[src/rtl/psx_defs.sv]
// Shared constants and state encoding for the PSX source loader.
package psx_defs;

    localparam int ADDR_W  = 5;
    localparam int MAX_LEN = 32;

    // Header byte: flag in bit 7, reserved bits 6:5 must be zero, start address in 4:0
    localparam logic [7:0] HDR_MASK = 8'hE0;
    localparam logic [7:0] HDR_FLAG = 8'h80;
    localparam logic [7:0] HDR_RSVD = 8'h60;

    typedef enum logic [2:0] {
        S_IDLE,
        S_LENGTH,
        S_DATA,
        S_CHECK,
        S_COMMIT
    } state_t;

    function automatic logic is_header(input logic [7:0] b);
        return (b & HDR_MASK) == HDR_FLAG;
    endfunction

endpackage

[src/rtl/psx_loader_buffer.sv]
// 32x8 packet buffer: one synchronous write port, one asynchronous read port.
module psx_loader_buffer
    import psx_defs::*;
(
    input  logic              clk,
    input  logic              wr_en,
    input  logic [ADDR_W-1:0] wr_addr,
    input  logic [7:0]        wr_data,
    input  logic [ADDR_W-1:0] rd_addr,
    output logic [7:0]        rd_data
);

    logic [7:0] mem [MAX_LEN];

    always_ff @(posedge clk) begin
        if (wr_en) mem[wr_addr] <= wr_data;
    end

    assign rd_data = mem[rd_addr];

endmodule

[src/rtl/psx_source_loader.sv]
// Host byte-stream packet loader feeding the quad controller data source.
// Define PSX_LOADER_CHECKSUM_EN to require and verify a trailing checksum byte.
module psx_source_loader
    import psx_defs::*;
#(
    parameter int CLOCK_MHZ = 25
) (
    input  logic              clk,
    input  logic              reset,
    input  logic [7:0]        rx_data,
    input  logic              rx_valid,
    output logic              rx_ready,
    output logic [ADDR_W-1:0] write_addr,
    output logic [7:0]        write_data,
    output logic              write_en,
    output logic              busy,
    output logic [7:0]        err_count
);

    localparam int TMO_LIMIT = CLOCK_MHZ * 1000;
    localparam int TMO_W     = $clog2(TMO_LIMIT + 1);
    localparam logic [7:0] MAX_LEN_B = 8'(MAX_LEN);

    state_t            state, state_n;
    logic [ADDR_W-1:0] start_q, start_n;
    logic [5:0]        len_q, len_n;
    logic [5:0]        idx_q, idx_n;
    logic [7:0]        sum_q, sum_n;
    logic [TMO_W-1:0]  tmo_q, tmo_n;
    logic [ADDR_W-1:0] waddr_n;
    logic [7:0]        wdata_n;
    logic              wen_n;
    logic              err_inc;
    logic              launch;
    logic              accept;

    logic              buf_we;
    logic [ADDR_W-1:0] buf_raddr;
    logic [7:0]        buf_rdata;
    logic [7:0]        rd_byte;

    assign accept   = rx_valid && rx_ready;
    assign rx_ready = (state != S_COMMIT);
    assign busy     = (state != S_IDLE);

    assign buf_we    = accept && (state == S_DATA);
    assign buf_raddr = (state == S_COMMIT) ? idx_q[ADDR_W-1:0] : '0;
    // Without a checksum the first write launches on the same edge the last byte lands
    assign rd_byte   = (buf_we && (idx_q[ADDR_W-1:0] == buf_raddr)) ? rx_data : buf_rdata;

    psx_loader_buffer u_buf (
        .clk     (clk),
        .wr_en   (buf_we),
        .wr_addr (idx_q[ADDR_W-1:0]),
        .wr_data (rx_data),
        .rd_addr (buf_raddr),
        .rd_data (buf_rdata)
    );

    always_comb begin
        state_n = state;
        start_n = start_q;
        len_n   = len_q;
        idx_n   = idx_q;
        sum_n   = sum_q;
        tmo_n   = '0;
        waddr_n = write_addr;
        wdata_n = write_data;
        wen_n   = 1'b0;
        err_inc = 1'b0;
        launch  = 1'b0;
        case (state)
            S_IDLE: begin
                if (accept && is_header(rx_data)) begin
                    start_n = rx_data[ADDR_W-1:0];
                    sum_n   = rx_data;
                    state_n = S_LENGTH;
                end
            end
            S_LENGTH, S_DATA, S_CHECK: begin
                if (!accept) begin
                    if (tmo_q == TMO_W'(TMO_LIMIT - 1)) begin
                        state_n = S_IDLE;
                        err_inc = 1'b1;
                    end else begin
                        tmo_n = tmo_q + 1'b1;
                    end
                end else if (state == S_LENGTH) begin
                    if (rx_data == 8'h00 || rx_data > MAX_LEN_B) begin
                        state_n = S_IDLE;
                        err_inc = 1'b1;
                    end else begin
                        len_n   = rx_data[5:0];
                        idx_n   = '0;
                        sum_n   = sum_q + rx_data;
                        state_n = S_DATA;
                    end
                end else if (state == S_DATA) begin
                    sum_n = sum_q + rx_data;
                    idx_n = idx_q + 6'd1;
                    if (idx_q + 6'd1 == len_q) begin
`ifdef PSX_LOADER_CHECKSUM_EN
                        state_n = S_CHECK;
`else
                        launch  = 1'b1;
`endif
                    end
                end else begin
                    if (sum_q + rx_data == 8'h00) begin
                        launch = 1'b1;
                    end else begin
                        state_n = S_IDLE;
                        err_inc = 1'b1;
                    end
                end
            end
            S_COMMIT: begin
                if (idx_q < len_q) begin
                    wen_n   = 1'b1;
                    waddr_n = start_q + idx_q[ADDR_W-1:0];
                    wdata_n = rd_byte;
                    idx_n   = idx_q + 6'd1;
                end else begin
                    state_n = S_IDLE;
                end
            end
            default: state_n = S_IDLE;
        endcase
        // First write goes out on the edge that accepts the final byte
        if (launch) begin
            state_n = S_COMMIT;
            wen_n   = 1'b1;
            waddr_n = start_q;
            wdata_n = rd_byte;
            idx_n   = 6'd1;
        end
    end

    always_ff @(posedge clk) begin
        if (reset) begin
            state      <= S_IDLE;
            start_q    <= '0;
            len_q      <= '0;
            idx_q      <= '0;
            sum_q      <= '0;
            tmo_q      <= '0;
            write_en   <= 1'b0;
            write_addr <= '0;
            write_data <= '0;
            err_count  <= '0;
        end else begin
            state      <= state_n;
            start_q    <= start_n;
            len_q      <= len_n;
            idx_q      <= idx_n;
            sum_q      <= sum_n;
            tmo_q      <= tmo_n;
            write_en   <= wen_n;
            write_addr <= waddr_n;
            write_data <= wdata_n;
            if (err_inc && err_count != 8'hFF) err_count <= err_count + 8'd1;
        end
    end

endmodule

[config.mk]
export PLATFORM = sky130hd
export DESIGN_NAME = psx_source_loader
export DESIGN_NICKNAME = d
export VERILOG_FILES = /design/src/rtl/psx_defs.sv /design/src/rtl/psx_loader_buffer.sv /design/src/rtl/psx_source_loader.sv
export SDC_FILE = /design/constraint.sdc
export NUM_CORES = 1
export LEC_CHECK = 0
export ABC_AREA = 1
export CORE_MARGIN = 2
export CORE_UTILIZATION = 30
export CTS_CLUSTER_SIZE = 8
export DETAILED_ROUTE_END_ITERATION = 6
export GPL_ROUTABILITY_DRIVEN = 1
export GPL_TIMING_DRIVEN = 0
export HOLD_SLACK_MARGIN = 0.02
export SKIP_LAST_GASP = 1
export SYNTH_ARGS = -nofsm -noshare
export SYNTH_HDL_FRONTEND = slang
export SYNTH_SLANG_ARGS = --single-unit
[constraint.sdc]
create_clock -name clk -period 2.93 [get_ports clk]
set_input_delay 0.293 -clock clk [delete_from_list [all_inputs] [get_ports clk]]
set_output_delay 0.293 -clock clk [all_outputs]
set_load 0.005 [all_outputs]
==> results_dict.tcl, run 1 <==
set metrics [dict create \
    count_of_flip_flops_with_a_built_in_enable_after_synthesis 256 \
    drcViolationCount 0 \
    fmax_mhz 370 \
    worst_clock_skew_ns 0.0250 \
    routed-via-count 10696 \
    worst_ep_required_time_ns 3.35 \
    port_buffers 34 \
    grt_start_max_net_pins 40 \
    maxSlewHeadroom 0.350 \
    cpLargestDelayFamily "simple AND/OR/NAND/NOR gates" \
    detail-route-antenna-nets 0 \
    detail_route.wl_per_cell_um 18.0 \
    diodes 0 \
    max_fo_critical_path 10 \
    timing.reg2reg.worst_path_depth 15 \
    ys_seq_elements 321 \
    cpMaxStageDelayCell "dfxtp_4" \
    synth-async-reset-ratio 0 \
    min_from "rx_data[4]" \
    p_total_mw 9.90 \
    multi_input_area_um2 4700 \
    critPathKind "flip-flop to flip-flop" \
    unrepaired_setup_endpoints_after_global_routing "true" \
    worst_case_hold_path_end_point "u_buf.mem[20][4]" \
    groute.usage.overall 0.156 \
    worst_setup_path_start_kind "flip-flop" \
    max_cap_viol_count 0 \
    netlist.top_cell.by_area "edfxtp_1" \
    vdd.ir_drop.worst_uv 353 \
    sum_of_routed_wire_length_over_all_layers_mm 38.9 \
    tritoncts_clock_tree "built" \
    post_synth_instance_area_um2 14600 \
    synthesis_warning_total 0 \
    synth.area.top_cells "edfxtp_1 (53%), dfxtp_1 (8.9%), nand2_1 (7.3%)" \
    clkTransAtPathRegs_ns 0.05 \
    detailedPlace.worstSlack_ns -0.977 \
    avgSynthCellArea_um2 10.2 \
    ys_types 44 \
    synth_fp_nets 1476 \
    antenna_found_initial 0 \
    static-leakage-power_nw 6.26 \
    core_area_um2 47900 \
    placementRows 80 \
    dr.pass1.iters 7 \
    cts_buffer_depth 3 \
    timing.rr.start "idx_q[0]" \
    status "finished clean" \
    grt_pass1_wl_mm 60.9 \
    numClockSinks 321 \
    worst_hold_path_type "primary input to flip-flop" \
    global_route.overflow_total 0 \
    synth_largest_type_area_fraction 0.526 \
    r2r_end "write_data[4]" \
    fill_cells 4706 \
    gpl.final_weighted_congestion 0.839 \
    syn2layout_area_growth_pct 16.7 \
    fraction_of_layout_cells_with_a_size_suffix_above_1 0.0952 \
    drv_slew 0 \
    place_hpwl_mm 26.2 \
    areal_power_density_over_the_cells_nw_per_um2 580 \
    crit_buf_inv 4 \
    routed_via_density 4.95 \
    finalWorstSetupSlack_ns 0.225 \
    finalHoldViolations 0 \
    crit_start "idx_q[0]" \
    netlist_top_cells_count "nand2_1 (284), edfxtp_1 (256), nand3_1 (171)" \
    post-route-period-util 0.923 \
    timing.critical_path.slowest_cell_delay_ns 0.42 \
    insertion_delay_ns 0.55 \
    cts_htree_levels 2 \
    netlist_instances 1440 \
    dieArea_um2 50500 \
    post-synth-top-count-cell "nand2_1" \
    cp_common_cell "nor2_1" \
    final_nets 1564 \
    hold-path-cell-count 2 \
    final_period_minus_worst_setup_slack_ns 2.71 \
    report.final.setup_viol 0 \
    via_count_of_the_first_global_routing_pass 10753 \
    slack_of_the_worst_reg_to_reg_path_ns 0.22 \
    timing_worst_slew_pin_value_ns 0.971 \
    drt-initial-drc-count 926 \
    yosysSeqAreaShare 0.615 \
    dominantRegCellSynth "edfxtp_1" \
    clock_tree.root_cell "clkbuf_16" \
    endpoint_kind "flip-flop" \
    worst_ep_arrival_time_ns 3.13 \
    register_area_um2 8990 \
    initial_core_util 0.305 \
    dieWidth_um 225 \
    chipHeight_um 225 \
    numCtsBuffers 46 \
    num_io_pins 35 \
    crit_path_cell_chain "clkbuf_8, clkinvlp_4, ha_4, or2_2, a21oi_1, nand3_1, nor2_1, nand2_1, nand2_2, nand4_4, nand2_2, inv_2, buf_6, nor2_1, nor2_1" \
]
==> repair_timing <==
item | 4_1_cts | 5_1_grt
resized for setup | 7 | 4
pin swaps | 0 | 0
endpoints found under the hold margin | 0 | 0
setup endpoints to repair | 31 | 21
hold buffers | 0 | 0
setup buffers | 0 | 2
==> per-stage QoR <==
step                      setup TNS (ns)  cells  utilization  hold WS, ns  cell area, um2
after floorplan                        0   1440            -        0.392           14600
after detailed placement          -32.90   2093        0.329        0.452           15800
after global placement            -60.63   2089        0.328        0.447           15700
after CTS                              0   2157        0.355        0.233           17000
after global routing           -0.000362   2159        0.356        0.236           17100
final                                  0   2159        0.356        0.228           17100
==> placed cells by master, fill, tap and decap left out, types with 18 or more instances in the layout <==
cell and instances:
nand2_1 284, edfxtp_1 256, nand3_1 171, inv_1 156
nor2_1 93, o211ai_1 89, dfxtp_1 63, clkbuf_16 46
o21ai_0 45, a21oi_1 41, clkbuf_1 35, buf_2 34
or2_1 26, clkdlybuf4s50_1 26, ha_1 22, o21ai_1 18
==> worst reg2reg max path: cells and delay by family, from the launching register on <==
family	cells	cell delay [ns]
compound gates	1	0.16
buf+inv	4	0.58
simple gates	9	1.13
fa+ha+maj	1	0.29
flops	1	0.42
==> state kept, by name, summed over array words and instances (netlist names) <==
signal	flops
u_buf.mem	256
tmo_q	15
err_count	8
sum_q	8
write_data	8
idx_q	6
len_q	6
start_q	5
write_addr	5
state	3
write_en	1
==> power by group <==
part / internal [mW] / switching, mW
clock network: 2.83 / 1.84
logic: 0.0802 / 0.200
registers: 4.93 / 0.0105
total: 7.84 / 2.05
==> cell families (layout without fill, tap and decap cells) <==
family / count (synthesis) / count (layout) / share of synthesized area
simple gates: 642 / 642 / 0.201
flops: 321 / 321 / 0.615
buf+inv: 230 / 334 / 0.0649
compound gates: 208 / 208 / 0.0890
fa+ha+maj: 25 / 25 / 0.0224
xor+xnor: 14 / 14 / 0.00838
==> metal layers <==
layer | GRT usage | vias to the layer above | part of all wire
met4 | 0.0530 | 0 | 0.029
met5 | 0 | - | 0
met3 | 0.0269 | 77 | 0.054
met2 | 0.270 | 310 | 0.49
li1 | - | 5153 | -
met1 | 0.196 | 5156 | 0.42
==> area by class of cell <==
cell class,instances,share of cell area
buffer,63,0.0195
clock buffer,60,0.0705
clock inverter,4,0.00242
inverter,167,0.0369
multi-input combinational,889,0.275
sequential,321,0.527
tap,615,0.0451
timing repair buffer,40,0.0235
==> worst max path at each step <==
stage	slack, ns	end	cells past startpoint
after floorplan	0.43	write_data[0]	15
after global placement	-1.65	write_data[4]	19
after detailed placement	-0.98	write_data[4]	16
after CTS	0.05	write_data[4]	15
after global routing	-0.0004	write_addr[4]	18
final	0.22	write_data[4]	15
Power figures use the tool's default switching activity.
==> run 2: changes to the inputs <==
- CORE_MARGIN: 2 -> default
==> run 2 against run 1 <==
  * Clock-buffer cell count did not move
  * Core utilization about the same
  * Die area shrank 1.8%
  * Sequential share of layout area about the same
  * Power grew 0.41%
  * Cell count is essentially flat
  * Critical path depth did not move
  * Combinational power barely moved
  * Global-route usage rose by 0.33 points
  * Setup slack lost 0.067 ns
  * Final area hardly changed
  * Critical path type unchanged
==> results_dict.tcl, run 2 (synthesis gave the netlist of run 1 again) <==
set metrics [dict create \
    drv_slew 0 \
    groute.usage.overall 0.159 \
    worst_ep_arrival_time_ns 3.20 \
    top_register "u_buf.mem" \
    place_hpwl_mm 26.5 \
    largest_register_ff_count 256 \
    routed_via_density 4.99 \
    hold-path-cell-count 2 \
    finalHoldViolations 0 \
    final_cell_mix "nand2_1 (283), edfxtp_1 (256), nand3_1 (171)" \
    sum_of_routed_wire_length_over_all_layers_mm 39.4 \
    port_buffers 34 \
    diodes 0 \
    timing.critical_path.slowest_cell_delay_ns 0.42 \
    report.final.setup_viol 0 \
    clock_tree.root_cell "clkbuf_16" \
    dieWidth_um 223 \
    num_io_pins 35 \
    placementRows 80 \
    initial_core_util 0.305 \
    r2r_end "write_data[1]" \
    chipHeight_um 223 \
    antenna_found_initial 0 \
    endpoint_kind "flip-flop" \
    critPathKind "flip-flop to flip-flop" \
    most_frequent_standard_cell_in_the_layout_excluding_fill_and_tap_cells "nand2_1" \
    insertion_delay_ns 0.55 \
    post-route-period-util 0.946 \
    detailedPlace.worstSlack_ns -0.925 \
    top_usage_layer "met2" \
    unrepaired_setup_endpoints_after_global_routing "false" \
    gpl.final_weighted_congestion 0.877 \
    cts_buffer_depth 3 \
    grt_start_max_net_pins 40 \
    dr.pass1.iters 5 \
    static-leakage-power_nw 6.26 \
    timing_worst_slew_pin_value_ns 1.01 \
    worst_case_hold_path_end_point "u_buf.mem[21][4]" \
    setup-tns-final_ns 0 \
    drt-initial-drc-count 945 \
    drcViolationCount 0 \
    worst_setup_path_start_kind "flip-flop" \
    groute.layer.met1.usage 0.204 \
    cp_common_cell "nor2_1" \
    finalWorstSetupSlack_ns 0.158 \
    cpMaxStageDelayCell "dfxtp_4" \
    grt_pass1_wl_mm 60.7 \
    detail_route.wl_per_cell_um 18.3 \
    reg_top3 "u_buf.mem x256, tmo_q x15" \
    worst_ep_required_time_ns 3.36 \
    areal_power_density_over_the_cells_nw_per_um2 582 \
    global_route.overflow_total 0 \
    syn2layout_area_growth_pct 16.7 \
    via_count_of_the_first_global_routing_pass 10605 \
    tritoncts_clock_tree "built" \
    detail-route-antenna-nets 0 \
    dieArea_um2 49600 \
    cts_htree_levels 2 \
    clkTransAtPathRegs_ns 0.05 \
    maxSlewHeadroom 0.324 \
    numClockSinks 321 \
    vdd.ir_drop.worst_uv 364 \
    slack_of_the_worst_reg_to_reg_path_ns 0.16 \
    grtUsageMet2 0.270 \
    fraction_of_layout_cells_with_a_size_suffix_above_1 0.0947 \
    numCtsBuffers 46 \
    max_fo_critical_path 10 \
    globalRouteMet3Util 0.0250 \
    status "finished clean" \
    crit_path_cell_chain "clkbuf_8, clkinvlp_4, ha_1, or2_2, a21oi_2, nand3_1, nor2_1, nand2_1, nand2_2, nand4_4, nand2_2, inv_2, buf_6, nor2_1, nor2_1" \
    min_from "rx_data[4]" \
    routed-via-count 10772 \
    core_area_um2 47900 \
    worst_hold_path_type "primary input to flip-flop" \
    worst_clock_skew_ns 0.0132 \
    timing.reg2reg.worst_path_depth 15 \
    final_period_minus_worst_setup_slack_ns 2.77 \
    fmax_mhz 361 \
    max_cap_viol_count 0 \
    final_nets 1564 \
    timing.rr.start "idx_q[0]" \
]
## run 2: changes by cell type in the layout (fill, tap and decap cells not counted), sizes merged
cell | previous run | this run
clkinv | 2 | 1
inv | 167 | 166
## run 2: routing by layer
metal	up-vias	part of all wire	wire (um)
li1	5144	-	-
met3	84	0.053	2100
met1	5217	0.43	17100
met2	327	0.48	18900
met4	0	0.033	1310
met5	-	0	0
## run 2: critical path, delay by kind of cell, from the launching register on
kind            cells  cell delay, ns
compound gates      1            0.13
fa+ha+maj           1            0.37
flops               1            0.42
simple gates        9            1.16
buf+inv             4            0.56
## run 2: final cells by class
class                      count  area [um2]
multi-input combinational    889        4690
clock inverter                 2        16.3
tap                          615         769
fill                        4699       30900
timing repair buffer          40         409
buffer                        63         333
clock buffer                  60        1220
inverter                     167         631
sequential                   321        8990
## run 2: worst max path at each step
stage,endpoint,from
2_1_floorplan,write_data[0],idx_q[0]
3_3_place_gp,write_data[4],rx_data[0]
3_5_place_dp,write_addr[4],rx_data[3]
4_1_cts,write_addr[4],idx_q[0]
5_1_grt,write_addr[4],idx_q[0]
6_report,write_data[1],idx_q[0]
## run 2: through the flow
step | util | instance area [um2] | power, mW | hold WS [ns] | instances
2_1_floorplan | - | 14600 | 5.16 | 0.392 | 1440
3_3_place_gp | 0.328 | 15700 | 5.30 | 0.444 | 2089
3_5_place_dp | 0.329 | 15800 | 5.31 | 0.459 | 2093
4_1_cts | 0.355 | 17000 | 9.98 | 0.238 | 2155
5_1_grt | 0.356 | 17100 | 10.2 | 0.244 | 2157
6_report | 0.356 | 17100 | 9.94 | 0.237 | 2157
## run 2: power breakdown
part / leakage [nW] / switching, mW / total, mW / internal, mW
clock network: 0.599 / 1.84 / 4.71 / 2.86
registers: 2.83 / 0.0106 / 4.94 / 4.93
logic: 2.83 / 0.203 / 0.283 / 0.0806
## run 2: repair_timing
| action | CTS | global route |
|---|---|---|
| hold buffers | 0 | 0 |
| setup buffers | 0 | 2 |
| resized for setup | 7 | 4 |
| setup endpoints to repair | 31 | 21 |
| cloned | 0 | 0 |
